**config.mk**
```make
export PLATFORM = sky130hd
export DESIGN_NAME = nibble_serial_adder
export DESIGN_NICKNAME = d
export VERILOG_FILES = /design/src/rtl/nibble_serial_adder.sv
export SDC_FILE = /design/constraint.sdc
export NUM_CORES = 1
export LEC_CHECK = 0
export CAP_MARGIN = 20
export CORE_ASPECT_RATIO = 1.1
export CORE_MARGIN = 5
export CORE_UTILIZATION = 40
export CTS_CLUSTER_DIAMETER = 30
export DETAILED_ROUTE_END_ITERATION = 10
export PLACE_DENSITY = 0.67
export SLEW_MARGIN = 20
export SYNTH_ARGS = -nofsm -noshare
export SYNTH_HDL_FRONTEND = slang
export SYNTH_SLANG_ARGS = --single-unit
export TNS_END_PERCENT = 1
```
**constraint.sdc**
```tcl
create_clock -name clk -period 2.61 [get_ports clk]
set_clock_uncertainty 0.15 [all_clocks]
set_input_delay 0.261 -clock clk [delete_from_list [all_inputs] [get_ports clk]]
set_output_delay 0.261 -clock clk [all_outputs]
set_load 0.02 [all_outputs]
```
**src/rtl/nibble_serial_adder.sv**
```systemverilog
// Multi-cycle WIDTH-bit adder: one 4-bit slice, one nibble per cycle, LSB first.
// Optional signed-overflow output enabled by defining NSA_OVF_EN.
module four_bit_adder (
  input  logic [3:0] a_i,
  input  logic [3:0] b_i,
  input  logic       c_i,
  output logic [3:0] s_o,
  output logic       c_o
);
  assign {c_o, s_o} = {1'b0, a_i} + {1'b0, b_i} + {4'b0, c_i};
endmodule

module nibble_serial_adder #(
  parameter int WIDTH = 16
) (
  input  logic             clk,
  input  logic             rst,
  input  logic             in_valid,
  output logic             in_ready,
  input  logic [WIDTH-1:0] a,
  input  logic [WIDTH-1:0] b,
  input  logic             cin,
  output logic             out_valid,
  input  logic             out_ready,
  output logic [WIDTH-1:0] sum,
  output logic             cout
`ifdef NSA_OVF_EN
  ,
  output logic             ovf
`endif
);
  localparam int N  = WIDTH / 4;
  localparam int CW = (N > 1) ? $clog2(N) : 1;

  generate
    if ((WIDTH % 4) != 0 || WIDTH < 4) begin : g_bad_width
      $error("nibble_serial_adder: WIDTH must be a multiple of 4 and >= 4");
    end
  endgenerate

  typedef enum logic [1:0] {IDLE, RUN, DONE} state_t;

  state_t           state_q;
  logic [WIDTH-1:0] a_q;
  logic [WIDTH-1:0] b_q;
  logic [WIDTH-1:0] sum_q;
  logic [WIDTH-1:0] sum_d;
  logic [CW-1:0]    cnt_q;
  logic             carry_q;
  logic             cout_q;
  logic             in_ready_q;
  logic             out_valid_q;
  logic [3:0]       nib_a;
  logic [3:0]       nib_b;
  logic [3:0]       nib_s;
  logic             nib_c;
  logic             last;

  always_comb begin
    nib_a = '0;
    nib_b = '0;
    for (int i = 0; i < N; i++) begin
      if (cnt_q == CW'(i)) begin
        nib_a = a_q[4*i +: 4];
        nib_b = b_q[4*i +: 4];
      end
    end
  end

  four_bit_adder u_slice (
    .a_i (nib_a),
    .b_i (nib_b),
    .c_i (carry_q),
    .s_o (nib_s),
    .c_o (nib_c)
  );

  always_comb begin
    sum_d = sum_q;
    for (int i = 0; i < N; i++) begin
      if (cnt_q == CW'(i)) sum_d[4*i +: 4] = nib_s;
    end
  end

  assign last = (cnt_q == CW'(N - 1));

`ifdef NSA_OVF_EN
  logic ovf_q;
  logic msb_cin;
  // Carry into the MSB recovered from the final nibble's top sum bit.
  assign msb_cin = a_q[WIDTH-1] ^ b_q[WIDTH-1] ^ nib_s[3];
  assign ovf     = ovf_q;
`endif

  always_ff @(posedge clk or posedge rst) begin
    if (rst) begin
      state_q     <= IDLE;
      a_q         <= '0;
      b_q         <= '0;
      sum_q       <= '0;
      cnt_q       <= '0;
      carry_q     <= 1'b0;
      cout_q      <= 1'b0;
      in_ready_q  <= 1'b1;
      out_valid_q <= 1'b0;
`ifdef NSA_OVF_EN
      ovf_q       <= 1'b0;
`endif
    end else begin
      unique case (state_q)
        IDLE: begin
          if (in_valid) begin
            a_q        <= a;
            b_q        <= b;
            carry_q    <= cin;
            cnt_q      <= '0;
            in_ready_q <= 1'b0;
            state_q    <= RUN;
          end
        end
        RUN: begin
          sum_q   <= sum_d;
          carry_q <= nib_c;
          if (last) begin
            cout_q      <= nib_c;
            out_valid_q <= 1'b1;
            state_q     <= DONE;
`ifdef NSA_OVF_EN
            ovf_q       <= msb_cin ^ nib_c;
`endif
          end else begin
            cnt_q <= cnt_q + 1'b1;
          end
        end
        DONE: begin
          if (out_ready) begin
            out_valid_q <= 1'b0;
            in_ready_q  <= 1'b1;
            state_q     <= IDLE;
          end
        end
        default: begin
          state_q     <= IDLE;
          in_ready_q  <= 1'b1;
          out_valid_q <= 1'b0;
        end
      endcase
    end
  end

  assign in_ready  = in_ready_q;
  assign out_valid = out_valid_q;
  assign sum       = sum_q;
  assign cout      = cout_q;
endmodule
```
==> results <==
- Data on the critical path arrives at its endpoint at ~2.7 ns.
- The post-detailed-placement cell area is roughly 3500 um2.
- The net count of the mapped netlist is 276.
- The worst reg2reg path endpoint is sum[1]$_DFFE_PP0P_.
- The chip width is ~88 um.
- The total placed cells including tap cells is 373.
- The global routing met3 resource utilization is approximately 2.4%.
- The floorplan step set the die height to between 90 and 100 um.
- The number of cells on the worst reg-to-reg path is 9.
- The worst vdd rail ir drop is ~740 uV.
- The run finished with clean final reports.
- The startpoint of the worst-slack reg-to-reg timing path is cnt_q[1]$_DFFE_PP0P_.
- The final wirelength is 6059 um.
- In the final routed layout, each cell accounts on average for ~16 um.
- The total overflow reported by the global router is 0.
- The root buffer cell is sky130_fd_sc_hd__clkbuf_8.
- For this design the static power due to leakage is between 1.5 and 2 nW.
- The I/O pin count is between 50 and 60.
- The repair_antennas step left the layout with diodes totalling 0.
- The smallest clock period supported by the final layout is computed as between 2 and 3 ns.
- Detailed placement finished with a half-perimeter wire length of 4355 um.
- The number of antenna-violating nets in the routed design is 0.
- For this run, global-route usage on met1 was measured as 18.51%.
- Entering global routing, the biggest net connects 33 pins.
- The post-synth design cell area is 2708 um2.
- The routed via count divided by cell count is roughly 5.
- Setup repair after global routing could not meet its margin everywhere.
- The class of the worst hold path is input pin to async pin.
- The sequential share of the synthesized area is just over 50%.
- The primary flip-flop cell chosen by synthesis mapping is sky130_fd_sc_hd__dfrtp_1.
- The number of rows created at floorplan is 31.
- The number of global-route vias before repair is 2014.
- The clock latency on the worst-skew pair is 0.31 ns.
- The H-tree was split into 2 levels.
- The hold violation count in the final report is 0.
- The final critical path takes up between 90% and 100% of the cycle.
- The first-pass detailed-route iteration total is 4.
- The floorplan step defined a die boundary enclosing around 8500 um2.
- Port buffering added 55 buffers.
- For met2 alone, demand over resource in global routing was about 24%.
- The post-synthesis cell type count is 34.
- STA classifies the critical path startpoint as a register.
- The finished layout holds just under 400 standard cells, fillers aside.
- Clock-pin slew was measured on the worst setup and hold paths at roughly 0.09 ns.
- The CTS sink count is 56.
- The worst-margin pin slew is ~0.57 ns.
- The register bit total from synthesis is 56.
- After synthesis, the share of flip-flops with an asynchronous set or reset is 100.0%.
- The data required time of the critical path is between 2 and 3 ns.
- The peak-usage layer in the global routing report is met2.
- The post-route netlist has a little over a third of its cells at a drive strength greater than 1.
- The core region is between 6000 and 7000 um2.
- The worst setup path is of the register to register kind.
- The number of CTS-inserted buffers is 5.
- The Yosys warning count is 0.
- The total count of max-transition violations in the final report is 0.
- Based on the critical path, the design can be clocked at up to between 300 and 400 MHz.
- A synthesized cell averages roughly 12 um2.
- After the last flow step, the layout net total stands at 353.
- After detailed routing, the number of remaining DRC violations is 0.
- The tool flagged a number of max-cap violations equal to 0.
- The number of setup violations in the final report is 0.
- The first global-routing pass estimated ~9500 um of wire.
- The starting density of the core is between 40% and 50%.
- The area growth from synthesis to layout is 41.40%.
- The initial antenna violation count came to 0.
- The endpoint class of the critical path is a register.
- The total number of vias is around 2k.
- The final weighted congestion of routability-driven global placement is approximately 0.73.
- Once layout is done, the placed cells without fillers occupy approximately 3800 um2.
- The instance count of the mapped netlist is 230.
- Yosys mapped a number of flops with a built-in enable equal to 0.
- The violation count after the first detailed-routing iteration is 97.
- Of all nets on the critical path, the largest fanout is 7.
- The power density normalized to cell area is approximately 1500 nW/um2.
- The maximum buffer depth of the clock tree is 2.
- The internal reg-to-reg setup slack is ~0.012 ns.
- Global routing used between 10% and 20% of the available tracks across all layers.
- In this run the tightest slew margin relative to its limit is between 60% and 70%.
- TritonCTS built the clock tree.
## metal layers
layer	routed length, um	vias to the layer above
li1	-	964
met1	2730	978
met2	2907	43
met3	278	12
met4	142	0
met5	0	-
## cell type report
class / instances / area [um2]
multi-input cells: 145 / 1336
fillers: 542 / 2765
inverters: 16 / 62.56
flip-flops and latches: 56 / 1404
repair buffers: 83 / 823.3
clock buffers: 8 / 100.1
well taps: 82 / 102.6
## stage by stage
step	power [mW]	setup WS [ns]	setup TNS, ns	hold slack (ns)	util (%)
floorplan	3.525	-0.005645	-0.005645	0.1973	-
global route	6.076	-0.07024	-0.4680	0.2259	58.06
global placement	4.430	-0.06886	-0.5903	0.3019	52.41
finish	5.674	0.01159	0	0.1688	58.06
detailed placement	4.518	-0.1419	-1.711	0.3033	52.41
CTS	5.121	-0.0004068	-0.0004068	0.1935	54.55
## how the worst max path moves through the flow
stage,start,end,slack [ns],cells past startpoint
global route,cnt_q[1]$_DFFE_PP0P_,carry_q$_DFFE_PP0P_,-0.07,11
detailed placement,cnt_q[0]$_DFFE_PP0P_,cout$_DFFE_PP0P_,-0.14,11
floorplan,cnt_q[0]$_DFFE_PP0P_,carry_q$_DFFE_PP0P_,-0.006,13
finish,cnt_q[1]$_DFFE_PP0P_,sum[1]$_DFFE_PP0P_,0.01,9
CTS,cnt_q[0]$_DFFE_PP0P_,sum[1]$_DFFE_PP0P_,-0.0004,9
global placement,cnt_q[0]$_DFFE_PP0P_,sum[15]$_DFFE_PP0P_,-0.07,11
## flip-flops by register name, indices dropped and copies added, names as in the netlist
| register | flops |
|---|---|
| cnt_q | 2 |
| b_q | 16 |
| carry_q | 1 |
| in_ready | 1 |
| cout | 1 |
| a_q | 16 |
| state_q | 2 |
| sum | 16 |
| out_valid | 1 |
## where the power goes
| part | internal (mW) | switching (mW) |
|---|---|---|
| Clock | 0.243 | 0.277 |
| Combinational | 1.89 | 1.63 |
| Sequential | 1.31 | 0.322 |
| Total | 3.45 | 2.23 |
## cell families (layout without fill, tap and decap cells)
logic type | after synthesis | in the layout | share of synthesized area, %
AND/OR/NAND/NOR | 36 | 36 | 8.456
multiplexers | 36 | 36 | 14.97
adder cells (fa/ha/maj) | 9 | 9 | 4.713
XOR/XNOR | 1 | 1 | 0.3235
AO/OA/AOI/OAI | 63 | 63 | 14.51
flip-flops | 56 | 56 | 51.80
buffers and inverters | 29 | 107 | 5.222
## cell usage in the layout (no fill, tap or decap), types with 2 or more instances in the layout
cell type and n:
sky130_fd_sc_hd__a22oi_2 2, sky130_fd_sc_hd__dfrtp_1 54, sky130_fd_sc_hd__a22o_1 7, sky130_fd_sc_hd__buf_4 16, sky130_fd_sc_hd__buf_6 10, sky130_fd_sc_hd__inv_2 4
sky130_fd_sc_hd__nand2_1 19, sky130_fd_sc_hd__a21oi_2 5, sky130_fd_sc_hd__a211oi_2 2, sky130_fd_sc_hd__a221o_1 3, sky130_fd_sc_hd__nand3b_1 2, sky130_fd_sc_hd__nand3b_4 3
sky130_fd_sc_hd__nand2b_1 2, sky130_fd_sc_hd__clkdlybuf4s50_1 55, sky130_fd_sc_hd__inv_1 11, sky130_fd_sc_hd__buf_12 2, sky130_fd_sc_hd__ha_4 6, sky130_fd_sc_hd__nor2_1 3
sky130_fd_sc_hd__o21ai_1 3, sky130_fd_sc_hd__a21o_1 3, sky130_fd_sc_hd__o21ai_0 15, sky130_fd_sc_hd__a211oi_1 2, sky130_fd_sc_hd__a21oi_1 14, sky130_fd_sc_hd__fa_2 2
sky130_fd_sc_hd__clkbuf_8 7, sky130_fd_sc_hd__mux2_2 36
## timing repair
item,in CTS,in global routing
gates resized for setup,7,44
hold buffers,0,0
pin swaps,1,21
setup buffers,1,8
endpoints found under the setup margin,14,14
## cells in the mapped netlist, types with 2 or more instances
library cell	count	area [um2]
sky130_fd_sc_hd__a21o_1	3	22.52
sky130_fd_sc_hd__inv_1	16	60.06
sky130_fd_sc_hd__nand2_1	20	75.07
sky130_fd_sc_hd__nor2_1	3	11.26
sky130_fd_sc_hd__a22oi_1	2	15.01
sky130_fd_sc_hd__nand3b_1	2	15.01
sky130_fd_sc_hd__a21oi_1	20	100.1
sky130_fd_sc_hd__mux2_2	36	405.4
sky130_fd_sc_hd__a22o_1	8	70.07
sky130_fd_sc_hd__nand3b_4	3	60.06
sky130_fd_sc_hd__a211oi_1	4	30.03
sky130_fd_sc_hd__fa_1	2	40.04
sky130_fd_sc_hd__buf_1	2	7.510
sky130_fd_sc_hd__buf_2	5	25.02
sky130_fd_sc_hd__o21ai_0	19	95.09
sky130_fd_sc_hd__ha_1	7	87.58
sky130_fd_sc_hd__dfrtp_1	55	1376
sky130_fd_sc_hd__nand2b_1	2	12.51
sky130_fd_sc_hd__buf_6	3	33.78
sky130_fd_sc_hd__clkbuf_1	2	7.510
sky130_fd_sc_hd__a221o_1	3	30.03
## worst max-delay path, stage by stage (launching register included)
cell,delay (ns)
sky130_fd_sc_hd__dfrtp_2,0.48
sky130_fd_sc_hd__buf_6,0.14
sky130_fd_sc_hd__buf_4,0.13
sky130_fd_sc_hd__ha_4,0.18
sky130_fd_sc_hd__a21oi_1,0.15
sky130_fd_sc_hd__a22oi_2,0.08
sky130_fd_sc_hd__fa_2,0.37
sky130_fd_sc_hd__inv_2,0.07
sky130_fd_sc_hd__fa_2,0.45
sky130_fd_sc_hd__mux2_2,0.28
Power figures use the tool's default switching activity.
